### config.mk
export PLATFORM = sky130hd
export DESIGN_NAME = mp_bus_master_flat
export DESIGN_NICKNAME = d
export VERILOG_FILES = /design/src/rtl/mp_bus_pkg.sv /design/src/rtl/mp_bus_if.sv /design/src/rtl/mp_cmd_fifo.sv /design/src/rtl/mp_bus_master.sv /design/src/flat_wrapper.sv
export SDC_FILE = /design/constraint.sdc
export NUM_CORES = 1
export LEC_CHECK = 0
export CAP_MARGIN = 30
export CORE_MARGIN = 2
export CORE_UTILIZATION = 50
export CTS_BUF_LIST = sky130_fd_sc_hd__clkbuf_2
export DETAILED_ROUTE_END_ITERATION = 8
export GPL_ROUTABILITY_DRIVEN = 0
export GPL_TIMING_DRIVEN = 0
export PLACE_DENSITY_LB_ADDON = 0.1
export SYNTH_ARGS = -nofsm -noshare
export SYNTH_HDL_FRONTEND = slang
export SYNTH_SLANG_ARGS = --single-unit
### constraint.sdc
create_clock -name Clk -period 8.48 [get_ports Clk]
set_input_delay 2.544 -clock Clk [delete_from_list [all_inputs] [get_ports Clk]]
set_output_delay 2.544 -clock Clk [all_outputs]
set_load 0.01 [all_outputs]
### src/rtl/mp_bus_pkg.sv
// Shared types and constants for the mini-processor bus master.
package mp_bus_pkg;

  localparam int unsigned ADDR_W  = 16;
  localparam int unsigned WDATA_W = 32;
  localparam int unsigned RDATA_W = 64;
  localparam int unsigned OP_W    = 2;

  localparam logic [OP_W-1:0] OP_WR      = 2'b00;
  localparam logic [OP_W-1:0] OP_RD      = 2'b01;
  localparam logic [OP_W-1:0] OP_WAITINT = 2'b10;
  localparam logic [OP_W-1:0] OP_RSVD    = 2'b11;

  // Processor address map; the master itself never decodes these.
  localparam logic [ADDR_W-1:0] DATA_BASE = 16'h0100;
  localparam logic [ADDR_W-1:0] INST_BASE = 16'h0110;
  localparam logic [ADDR_W-1:0] CTRL_ADDR = 16'h0120;

  typedef enum logic [2:0] {
    ST_IDLE,
    ST_WRITE,
    ST_READ,
    ST_RDWAIT,
    ST_WAITINT
  } state_e;

  typedef struct packed {
    logic [OP_W-1:0]    op;
    logic [ADDR_W-1:0]  addr;
    logic [WDATA_W-1:0] wdata;
  } cmd_t;

endpackage

### src/rtl/mp_bus_if.sv
// Processor slave-port bus: select/write/address/data plus interrupt level.
interface mp_bus_if;
  import mp_bus_pkg::*;

  logic               M_sel;
  logic               M_wr;
  logic [ADDR_W-1:0]  M_addr;
  logic [WDATA_W-1:0] M_dout;
  logic [RDATA_W-1:0] M_din;
  logic               Interrupt_in;

  modport master (
    output M_sel, M_wr, M_addr, M_dout,
    input  M_din, Interrupt_in
  );

  modport slave (
    input  M_sel, M_wr, M_addr, M_dout,
    output M_din, Interrupt_in
  );

endinterface

### src/rtl/mp_cmd_fifo.sv
// Synchronous command FIFO with first-word fall-through head; DEPTH is a power of two.
module mp_cmd_fifo
  import mp_bus_pkg::*;
#(
  parameter int unsigned DEPTH = 4
) (
  input  logic Clk,
  input  logic Reset_n,
  input  logic push,
  input  logic pop,
  input  cmd_t wr_data,
  output cmd_t rd_data,
  output logic full,
  output logic empty
);

  localparam int unsigned PTR_W = (DEPTH > 1) ? $clog2(DEPTH) : 1;
  localparam int unsigned CNT_W = PTR_W + 1;

  cmd_t             mem [DEPTH];
  logic [PTR_W-1:0] wr_ptr;
  logic [PTR_W-1:0] rd_ptr;
  logic [CNT_W-1:0] count;
  logic             do_push;
  logic             do_pop;

  assign do_push = push && !full;
  assign do_pop  = pop && !empty;
  assign full    = (count == CNT_W'(DEPTH));
  assign empty   = (count == '0);
  assign rd_data = mem[rd_ptr];

  // Pointers wrap naturally because DEPTH is a power of two.
  always_ff @(posedge Clk) begin
    if (!Reset_n) begin
      wr_ptr <= '0;
      rd_ptr <= '0;
      count  <= '0;
    end else begin
      if (do_push) wr_ptr <= wr_ptr + PTR_W'(1);
      if (do_pop)  rd_ptr <= rd_ptr + PTR_W'(1);
      count <= count + CNT_W'(do_push) - CNT_W'(do_pop);
    end
  end

  // Storage carries no reset; stale entries are unreachable once pointers clear.
  always_ff @(posedge Clk) begin
    if (do_push) mem[wr_ptr] <= wr_data;
  end

endmodule

### src/rtl/mp_bus_master.sv
// Bus initiator for the mini-processor slave port: queued host commands, one bus
// transaction each. Optional WAITINT timeout is enabled with MP_MASTER_TIMEOUT_EN.
module mp_bus_master
  import mp_bus_pkg::*;
#(
  parameter int unsigned DEPTH       = 4,
  parameter int unsigned TIMEOUT_CYC = 1024
) (
  input  logic               Clk,
  input  logic               Reset_n,
  input  logic               cmd_valid,
  output logic               cmd_ready,
  input  logic [OP_W-1:0]    cmd_op,
  input  logic [ADDR_W-1:0]  cmd_addr,
  input  logic [WDATA_W-1:0] cmd_wdata,
  output logic               rsp_valid,
  output logic [RDATA_W-1:0] rsp_data,
  output logic               rsp_err,
  output logic               busy,
  mp_bus_if.master           bus
);

  state_e             state;
  logic               sel_q;
  logic               wr_q;
  logic [ADDR_W-1:0]  addr_q;
  logic [WDATA_W-1:0] dout_q;

  logic fifo_full;
  logic fifo_empty;
  logic push;
  logic pop;
  cmd_t cmd_in;
  cmd_t head;

  assign cmd_in    = '{op: cmd_op, addr: cmd_addr, wdata: cmd_wdata};
  assign cmd_ready = !fifo_full;
  assign push      = cmd_valid && !fifo_full;
  assign pop       = (state == ST_IDLE) && !fifo_empty;
  assign busy      = !fifo_empty || (state != ST_IDLE);

  assign bus.M_sel  = sel_q;
  assign bus.M_wr   = wr_q;
  assign bus.M_addr = addr_q;
  assign bus.M_dout = dout_q;

  mp_cmd_fifo #(.DEPTH(DEPTH)) u_fifo (
    .Clk     (Clk),
    .Reset_n (Reset_n),
    .push    (push),
    .pop     (pop),
    .wr_data (cmd_in),
    .rd_data (head),
    .full    (fifo_full),
    .empty   (fifo_empty)
  );

`ifdef MP_MASTER_TIMEOUT_EN
  localparam int unsigned TO_W = $clog2(TIMEOUT_CYC) + 1;

  logic [TO_W-1:0] to_cnt;
  logic            to_expired;

  assign to_expired = (to_cnt == TO_W'(TIMEOUT_CYC - 1));
`else
  // Timeout limit only matters when the counter is built.
  if (TIMEOUT_CYC == 0) begin : g_timeout_unused
  end
`endif

  // Sequencer: the bus/response registers are loaded on the edge entering each state.
  always_ff @(posedge Clk) begin
    if (!Reset_n) begin
      state     <= ST_IDLE;
      sel_q     <= 1'b0;
      wr_q      <= 1'b0;
      addr_q    <= '0;
      dout_q    <= '0;
      rsp_valid <= 1'b0;
      rsp_data  <= '0;
      rsp_err   <= 1'b0;
`ifdef MP_MASTER_TIMEOUT_EN
      to_cnt    <= '0;
`endif
    end else begin
      rsp_valid <= 1'b0;
      rsp_data  <= '0;
      rsp_err   <= 1'b0;

      case (state)
        ST_IDLE: begin
          if (!fifo_empty) begin
            case (head.op)
              OP_WR: begin
                state  <= ST_WRITE;
                sel_q  <= 1'b1;
                wr_q   <= 1'b1;
                addr_q <= head.addr;
                dout_q <= head.wdata;
              end
              OP_RD: begin
                state  <= ST_READ;
                sel_q  <= 1'b1;
                wr_q   <= 1'b0;
                addr_q <= head.addr;
              end
              OP_WAITINT: begin
                state  <= ST_WAITINT;
`ifdef MP_MASTER_TIMEOUT_EN
                to_cnt <= '0;
`endif
              end
              default: begin
                rsp_valid <= 1'b1;
                rsp_err   <= 1'b1;
              end
            endcase
          end
        end

        ST_WRITE: begin
          sel_q <= 1'b0;
          wr_q  <= 1'b0;
          state <= ST_IDLE;
        end

        ST_READ: begin
          sel_q <= 1'b0;
          state <= ST_RDWAIT;
        end

        ST_RDWAIT: begin
          rsp_valid <= 1'b1;
          rsp_data  <= bus.M_din;
          state     <= ST_IDLE;
        end

        ST_WAITINT: begin
          // An interrupt seen on the expiry cycle still counts as success.
          if (bus.Interrupt_in) begin
            rsp_valid <= 1'b1;
            state     <= ST_IDLE;
          end
`ifdef MP_MASTER_TIMEOUT_EN
          else if (to_expired) begin
            rsp_valid <= 1'b1;
            rsp_err   <= 1'b1;
            state     <= ST_IDLE;
          end else begin
            to_cnt <= to_cnt + TO_W'(1);
          end
`endif
        end

        default: state <= ST_IDLE;
      endcase
    end
  end

endmodule

### src/flat_wrapper.sv
// flat-port wrapper written by rule: the top's interface ports become plain ports
module mp_bus_master_flat import mp_bus_pkg::*;
#(
  parameter int unsigned DEPTH       = 4,
  parameter int unsigned TIMEOUT_CYC = 1024
)
  (Clk, Reset_n, cmd_valid, cmd_ready, cmd_op, cmd_addr, cmd_wdata, rsp_valid, rsp_data, rsp_err, busy, bus_M_sel, bus_M_wr, bus_M_addr, bus_M_dout, bus_M_din, bus_Interrupt_in);
  mp_bus_if bus_i ();
  input  logic Clk;
  input  logic Reset_n;
  input  logic cmd_valid;
  output logic cmd_ready;
  input  logic [OP_W-1:0] cmd_op;
  input  logic [ADDR_W-1:0] cmd_addr;
  input  logic [WDATA_W-1:0] cmd_wdata;
  output logic rsp_valid;
  output logic [RDATA_W-1:0] rsp_data;
  output logic rsp_err;
  output logic busy;
  output wire logic [$bits(bus_i.M_sel)-1:0] bus_M_sel;
  output wire logic [$bits(bus_i.M_wr)-1:0] bus_M_wr;
  output wire logic [$bits(bus_i.M_addr)-1:0] bus_M_addr;
  output wire logic [$bits(bus_i.M_dout)-1:0] bus_M_dout;
  input wire logic [$bits(bus_i.M_din)-1:0] bus_M_din;
  input wire logic [$bits(bus_i.Interrupt_in)-1:0] bus_Interrupt_in;
  assign bus_M_sel = bus_i.M_sel;
  assign bus_M_wr = bus_i.M_wr;
  assign bus_M_addr = bus_i.M_addr;
  assign bus_M_dout = bus_i.M_dout;
  assign bus_i.M_din = bus_M_din;
  assign bus_i.Interrupt_in = bus_Interrupt_in;
  mp_bus_master #(.DEPTH(DEPTH), .TIMEOUT_CYC(TIMEOUT_CYC)) u_core (.Clk(Clk), .Reset_n(Reset_n), .cmd_valid(cmd_valid), .cmd_ready(cmd_ready), .cmd_op(cmd_op), .cmd_addr(cmd_addr), .cmd_wdata(cmd_wdata), .rsp_valid(rsp_valid), .rsp_data(rsp_data), .rsp_err(rsp_err), .busy(busy), .bus(bus_i));
endmodule
==> results of run 1 <==
-- Yosys cell counts (3+ instances only) --
| library cell | instances | area share, % |
|---|---|---|
| sky130_fd_sc_hd__a21oi_1 | 8 | 0.35 |
| sky130_fd_sc_hd__and2_1 | 66 | 3.6 |
| sky130_fd_sc_hd__and3_1 | 5 | 0.27 |
| sky130_fd_sc_hd__buf_2 | 13 | 0.56 |
| sky130_fd_sc_hd__clkbuf_1 | 29 | 0.94 |
| sky130_fd_sc_hd__dfxtp_1 | 128 | 22 |
| sky130_fd_sc_hd__edfxtp_1 | 200 | 52 |
| sky130_fd_sc_hd__ha_1 | 10 | 1.1 |
| sky130_fd_sc_hd__inv_1 | 9 | 0.29 |
| sky130_fd_sc_hd__mux4_2 | 50 | 9.7 |
| sky130_fd_sc_hd__nand2_1 | 51 | 1.7 |
| sky130_fd_sc_hd__nand2b_1 | 3 | 0.16 |
| sky130_fd_sc_hd__nand3_1 | 4 | 0.17 |
| sky130_fd_sc_hd__nand4_1 | 16 | 0.87 |
| sky130_fd_sc_hd__nor2_1 | 5 | 0.16 |
| sky130_fd_sc_hd__nor3_1 | 6 | 0.26 |
| sky130_fd_sc_hd__o2bb2ai_1 | 32 | 2.4 |
| sky130_fd_sc_hd__o311ai_0 | 16 | 1.2 |
-- cells by family after synthesis --
group | count (synthesis) | share of synthesized area (%)
buffers and inverters | 56 | 2.09
flip-flops | 328 | 74.1
AND/OR/NAND/NOR | 167 | 7.95
multiplexers | 51 | 9.83
AO/OA/AOI/OAI | 65 | 4.59
adder cells (fa/ha/maj) | 11 | 1.26
XOR/XNOR | 2 | 0.152
-- sequential cells by signal, indices dropped and copies added (netlist names), named ones only --
| name | cells |
|---|---|
| u_core.bus.M_dout | 32 |
| u_core.u_fifo.wr_ptr | 2 |
| u_core.rsp_valid | 1 |
| u_core.u_fifo.mem | 200 |
| u_core.u_fifo.count | 3 |
| u_core.bus.M_wr | 1 |
| u_core.u_fifo.rd_ptr | 2 |
| u_core.state | 3 |
| u_core.bus.M_addr | 16 |
| u_core.bus.M_sel | 1 |
| u_core.rsp_err | 1 |
| u_core.rsp_data | 64 |
-- how the worst max path moves through the flow --
stage                                      start                  endpoint  slack [ps]  depth (start not counted)
final                     u_core.u_fifo.count[1]                      busy        3310                          4
after global routing      u_core.u_fifo.count[1]                      busy        3110                          4
after CTS                 u_core.u_fifo.count[1]                      busy        3270                          4
after detailed placement                 Reset_n       u_core.rsp_data[39]        3770                          5
after global placement                 cmd_valid  u_core.u_fifo.mem[0][27]        2940                          2
after floorplan                        cmd_valid   u_core.u_fifo.mem[0][0]        4030                          2
-- power by group --
part	internal, mW	leakage [nW]	switching, mW
logic	0.529	1.89	0.579
registers	1.89	2.87	0.0854
clock network	0.440	0.595	0.593
-- stage by stage --
step / cells / cell area [um^2]
after floorplan: 680 / 11600
after global placement: 1199 / 14300
after detailed placement: 1199 / 14300
after CTS: 1348 / 15000
after global routing: 1350 / 15000
final: 1350 / 15000
-- worst max-delay path, cell delays in order (launching register included) --
cell and delay [ps]:
sky130_fd_sc_hd__dfxtp_1 380, sky130_fd_sc_hd__nor3_1 450, sky130_fd_sc_hd__clkbuf_1 380, sky130_fd_sc_hd__nand2_1 130, sky130_fd_sc_hd__clkdlybuf4s50_1 500
-- final cells by class --
class | count | area, um^2 | share of cell area, %
clock buffers | 134 | 671 | 4.46
plain buffers | 46 | 204 | 1.36
diodes | 2 | 5.00 | 0.0333
inverters | 10 | 37.5 | 0.250
multi-input cells | 296 | 2770 | 18.4
clock inverters | 15 | 83.8 | 0.558
flip-flops and latches | 328 | 8570 | 57.0
well taps | 285 | 357 | 2.37
repair buffers | 234 | 2340 | 15.6
-- layer usage --
layer	vias to the layer above	wire, um	global-route usage [%]
met2	241	13300	35.2
met3	26	1730	6.36
met1	3492	10200	25.9
li1	3292	-	-
met5	-	13	0
met4	2	360	6.82
==> summary.json, run 1 <==
{
  "fillers": {"value": 1635},
  "cts-resized-gates": {"value": 0},
  "synthesis.instances": {"value": 680},
  "power": {"value": 4.12, "unit": "mW"},
  "first_iter_violations": {"value": 319},
  "floorplan.die.height": {"value": 156, "unit": "um"},
  "async_flop_share": {"value": 0, "unit": "%"},
  "power_density": {"value": 274, "unit": "nW/um^2"},
  "number_of_nets_in_the_final_layout": {"value": 1125},
  "static-leakage-power": {"value": 5.35, "unit": "nW"},
  "synth_cell_type_count": {"value": 40},
  "postSynthRegisterBits": {"value": 328},
  "relSlewSlack": {"value": 42.5, "unit": "%"},
  "design.portCount": {"value": 236},
  "mostFrequentLayoutCell": {"value": "sky130_fd_sc_hd__clkdlybuf4s50_1"},
  "numPortBuffers": {"value": 234},
  "fp-row-count": {"value": 55},
  "rsz_0062_raised_after_global_routing": {"value": "false"},
  "max_slew.worst_pin.slew": {"value": 863, "unit": "ps"},
  "ir_drop_worst_case_vdd": {"value": 0.137, "unit": "mV"},
  "worst_setup_path_end_kind": {"value": "output pin"},
  "grt-ovfl-total": {"value": 0},
  "preCtsSetupSlack": {"value": 3770, "unit": "ps"},
  "arrival": {"value": 2620, "unit": "ps"},
  "layout_cell_share_with_drive_strength_beyond_1": {"value": 19.8, "unit": "%"},
  "worst_slack_setup_final": {"value": 3310, "unit": "ps"},
  "drt_pass1_iterations": {"value": 5},
  "clk_lat_worst_skew": {"value": 810, "unit": "ps"},
  "viasPerCell": {"value": 5.22},
  "final.hold.worst_slack": {"value": 469, "unit": "ps"},
  "finalSetupViolCount": {"value": 0},
  "cts_root_buf": {"value": "sky130_fd_sc_hd__clkbuf_2"},
  "max_freq": {"value": 194, "unit": "MHz"},
  "r2r_setup_slack": {"value": 5500, "unit": "ps"},
  "period_needed": {"value": 5170, "unit": "ps"},
  "timing.rr.end": {"value": "u_core.bus.M_dout[3]"},
  "grt_pass1_wl": {"value": 38.5, "unit": "mm"},
  "wl_per_cell": {"value": 19.0, "unit": "um"},
  "cts-root-to-sink-buffers": {"value": 3},
  "max-cap-violations": {"value": 0},
  "drc": {"value": 0},
  "synth_enable_flop_cells": {"value": 200},
  "vias_in_the_first_global_route": {"value": 7276},
  "worstPathMaxFanout": {"value": 10},
  "clock_tree.htree_level_count": {"value": 3},
  "all_layer_global_routing_usage": {"value": 20.8, "unit": "%"},
  "startpoint_type": {"value": "register"},
  "avgSynthCellArea": {"value": 17.0, "unit": "um^2"},
  "timing.final.max_slew_violations": {"value": 0},
  "mappedNetlistArea": {"value": 11600, "unit": "um^2"},
  "synth.yosys.warnings": {"value": 0},
  "layout_worst_path_cycle_share": {"value": 60.9, "unit": "%"},
  "finalClockSkew": {"value": 49.9, "unit": "ps"},
  "seq_area_frac_synth": {"value": 74.1, "unit": "%"},
  "die_area": {"value": 24300, "unit": "um^2"},
  "die-width": {"value": 156, "unit": "um"},
  "dr_vias": {"value": 7053},
  "report.final.hold_viol_count": {"value": 0},
  "hold_path.class": {"value": "reg2reg"},
  "hpwl": {"value": 16.6, "unit": "mm"},
  "holdBufCountCts": {"value": 0},
  "setup_total_negative_slack": {"value": 0, "unit": "ps"},
  "timing.hold.worst.start": {"value": "u_core.bus.M_dout[14]"},
  "floorplan.initialDensity": {"value": 51.0, "unit": "%"},
  "final_util": {"value": 66.4, "unit": "%"},
  "hold-path-endpoint": {"value": "u_core.bus.M_dout[14]"},
  "worst_ep_required_time": {"value": 5940, "unit": "ps"},
  "core": {"value": 22600, "unit": "um^2"},
  "postCtsSetupBuffers": {"value": 0},
  "outcome": {"value": "finished, final reports clean"},
  "cts_sinks": {"value": 328},
  "antenna_violations_before_repair": {"value": 3},
  "tritoncts": {"value": "yes"},
  "cts.reportedPaths.clkPinSlew": {"value": 100, "unit": "ps"},
  "dominant_synthesized_flop_cell": {"value": "sky130_fd_sc_hd__edfxtp_1"},
  "syn_nets": {"value": 809},
  "antenna_left": {"value": 0},
  "number_of_cells_traversed_by_the_worst_register_to_register_path": {"value": 9},
  "area_growth_syn_to_layout": {"value": 30.1, "unit": "%"},
  "grt_start_max_net_pins": {"value": 51},
  "final_cell_mix": {"value": "sky130_fd_sc_hd__clkdlybuf4s50_1 (234), sky130_fd_sc_hd__edfxtp_1 (200), sky130_fd_sc_hd__clkbuf_2 (134), sky130_fd_sc_hd__dfxtp_1 (128), sky130_fd_sc_hd__and2_1 (66)"},
  "whs_path_depth": {"value": 2},
  "critical_path_class": {"value": "reg2out"},
  "finalWirelength": {"value": 25.6, "unit": "mm"},
  "cts_inserted_buffers": {"value": 80}
}
Power figures use the tool's default switching activity.
==> inputs of run 2 (changes only) <==
Settings changed: CORE_UTILIZATION 50 to 48.
Clock period 8.48 ns to 4.5 ns, I/O delays scaled along.
==> summary.json, run 2 (synthesized netlist as in run 1, its figures left out) <==
{
  "static-leakage-power": {"value": 5.34, "unit": "nW", "change": "was 5.35 nW"},
  "ir_drop_worst_case_vdd": {"value": 0.285, "unit": "mV", "change": "was 0.137 mV"},
  "fp-row-count": {"value": 56, "change": "was 55"},
  "postCtsSetupBuffers": {"value": 0, "change": "unchanged"},
  "max-cap-violations": {"value": 0, "change": "unchanged"},
  "setup_total_negative_slack": {"value": 0, "unit": "ps", "change": "unchanged"},
  "report.final.hold_viol_count": {"value": 0, "change": "unchanged"},
  "first_iter_violations": {"value": 381, "change": "was 319"},
  "cts_root_buf": {"value": "sky130_fd_sc_hd__clkbuf_2", "change": "unchanged"},
  "power_density": {"value": 512, "unit": "nW/um^2", "change": "was 274 nW/um^2"},
  "wl_per_cell": {"value": 18.6, "unit": "um", "change": "was 19.0 um"},
  "antenna_violations_before_repair": {"value": 2, "change": "was 3"},
  "max_slew.worst_pin.slew": {"value": 853, "unit": "ps", "change": "was 863 ps"},
  "design.portCount": {"value": 236, "change": "unchanged"},
  "floorplan.die.height": {"value": 159, "unit": "um", "change": "was 156 um"},
  "dr_vias": {"value": 6912, "change": "was 7053"},
  "hold_path.class": {"value": "reg2reg", "change": "unchanged"},
  "finalWirelength": {"value": 25.6, "unit": "mm", "change": "about the same"},
  "grt-ovfl-total": {"value": 0, "change": "unchanged"},
  "cts-root-to-sink-buffers": {"value": 3, "change": "unchanged"},
  "rsz_0062_raised_after_global_routing": {"value": "false", "change": "unchanged"},
  "cts-resized-gates": {"value": 0, "change": "unchanged"},
  "area_growth_syn_to_layout": {"value": 30.2, "unit": "%", "change": "was 30.1%"},
  "floorplan.initialDensity": {"value": 49.1, "unit": "%", "change": "was 51.0%"},
  "outcome": {"value": "finished, final reports clean", "change": "unchanged"},
  "power": {"value": 7.71, "unit": "mW", "change": "was 4.12 mW"},
  "drt_pass1_iterations": {"value": 5, "change": "unchanged"},
  "finalSetupViolCount": {"value": 0, "change": "unchanged"},
  "drc": {"value": 0, "change": "unchanged"},
  "critical_path_class": {"value": "reg2out", "change": "unchanged"},
  "die-width": {"value": 159, "unit": "um", "change": "was 156 um"},
  "startpoint_type": {"value": "register", "change": "unchanged"},
  "antenna_left": {"value": 0, "change": "unchanged"},
  "grt_start_max_net_pins": {"value": 51, "change": "unchanged"},
  "cts.reportedPaths.clkPinSlew": {"value": 100, "unit": "ps", "change": "about the same"},
  "worst_setup_path_end_kind": {"value": "output pin", "change": "unchanged"},
  "max_flop_register": {"value": "u_core.u_fifo.mem", "change": "unchanged"},
  "arrival": {"value": 2610, "unit": "ps", "change": "was 2620 ps"},
  "cts_sinks": {"value": 328, "change": "unchanged"},
  "numPortBuffers": {"value": 234, "change": "unchanged"},
  "final_cell_mix": {"value": "sky130_fd_sc_hd__clkdlybuf4s50_1 (234), sky130_fd_sc_hd__edfxtp_1 (200), sky130_fd_sc_hd__dfxtp_1 (128), sky130_fd_sc_hd__clkbuf_2 (127), sky130_fd_sc_hd__and2_1 (66)", "change": "was sky130_fd_sc_hd__clkdlybuf4s50_1 (234), sky130_fd_sc_hd__edfxtp_1 (200), sky130_fd_sc_hd__clkbuf_2 (134), sky130_fd_sc_hd__dfxtp_1 (128), sky130_fd_sc_hd__and2_1 (66)"},
  "layout_cell_share_with_drive_strength_beyond_1": {"value": 19.6, "unit": "%", "change": "was 19.8%"},
  "relSlewSlack": {"value": 43.2, "unit": "%", "change": "was 42.5%"},
  "core": {"value": 23500, "unit": "um^2", "change": "was 22600 um^2"},
  "cts_inserted_buffers": {"value": 79, "change": "was 80"},
  "grt_pass1_wl": {"value": 39.7, "unit": "mm", "change": "was 38.5 mm"},
  "hpwl": {"value": 16.6, "unit": "mm", "change": "about the same"},
  "critical_path.startpoint": {"value": "u_core.u_fifo.count[1]", "change": "unchanged"},
  "layout_worst_path_cycle_share": {"value": 88.0, "unit": "%"},
  "worst_ep_required_time": {"value": 3150, "unit": "ps", "change": "was 5940 ps"},
  "number_of_nets_in_the_final_layout": {"value": 1124, "change": "was 1125"},
  "worstPathMaxFanout": {"value": 10, "change": "unchanged"},
  "flip_flop_count_of_the_largest_register_all_copies_and_words_added": {"value": 200, "change": "unchanged"},
  "mostFrequentLayoutCell": {"value": "sky130_fd_sc_hd__clkdlybuf4s50_1", "change": "unchanged"},
  "die_area": {"value": 25300, "unit": "um^2", "change": "was 24300 um^2"},
  "vias_in_the_first_global_route": {"value": 7440, "change": "was 7276"},
  "all_layer_global_routing_usage": {"value": 20.3, "unit": "%", "change": "was 20.8%"},
  "tritoncts": {"value": "yes", "change": "unchanged"},
  "clk_lat_worst_skew": {"value": 820, "unit": "ps", "change": "was 810 ps"},
  "viasPerCell": {"value": 5.01, "change": "was 5.22"},
  "finalClockSkew": {"value": 48.7, "unit": "ps", "change": "was 49.9 ps"},
  "period_needed": {"value": 3960, "unit": "ps"},
  "max_freq": {"value": 252, "unit": "MHz"},
  "holdBufCountCts": {"value": 0, "change": "unchanged"},
  "timing.hold.worst.start": {"value": "u_core.bus.M_dout[7]", "change": "was u_core.bus.M_dout[14]"},
  "clock_tree.htree_level_count": {"value": 3, "change": "unchanged"},
  "timing.final.max_slew_violations": {"value": 0, "change": "unchanged"}
}
## run 2: layout make-up
| class | count | area [um^2] |
|---|---|---|
| inverter | 10 | 37.5 |
| tap | 319 | 399 |
| antenna | 2 | 5.00 |
| multi-input combinational | 296 | 2770 |
| clock buffer | 127 | 636 |
| buffer | 46 | 204 |
| timing repair buffer | 234 | 2340 |
| sequential | 328 | 8570 |
| fill | 1789 | 8490 |
| clock inverter | 17 | 93.8 |
## run 2: final timing paths
check	slack (ps)	endpoint	cells past startpoint
setup reg to reg	1480	u_core.bus.M_addr[5]	9
setup / recovery	540	busy	4
hold / removal	470	u_core.bus.M_dout[7]	2
hold reg to reg	470	u_core.bus.M_dout[7]	2
## run 2: metrics by stage
stage / hold WS [ps] / setup WS [ps] / cells / util, % / area (um^2)
2_1_floorplan: 449 / 1250 / 680 / - / 11600
3_3_place_gp: 451 / 133 / 1233 / 60.7 / 14300
3_5_place_dp: 457 / 1010 / 1233 / 60.8 / 14300
4_1_cts: 469 / 460 / 1377 / 63.9 / 15000
5_1_grt: 487 / 309 / 1379 / 63.9 / 15100
6_report: 468 / 538 / 1379 / 63.9 / 15100
## run 2: power breakdown
part	switching (mW)	leakage, nW	internal (mW)
logic	1.08	1.89	0.996
registers	0.159	2.87	3.56
clock network	1.12	0.576	0.794
## run 2: critical path, stage by stage (launching register included)
cell and delay [ps]:
sky130_fd_sc_hd__dfxtp_1 380, sky130_fd_sc_hd__nor3_1 430, sky130_fd_sc_hd__clkbuf_1 370, sky130_fd_sc_hd__nand2_1 130, sky130_fd_sc_hd__clkdlybuf4s50_1 500
## run 2: layer usage
layer	vias to the layer above	routed length, um	global-route usage [%]
met2	206	13500	35.9
met3	41	1620	6.02
met5	-	0	0
li1	3278	-	-
met1	3387	10100	23.5
met4	0	473	7.27
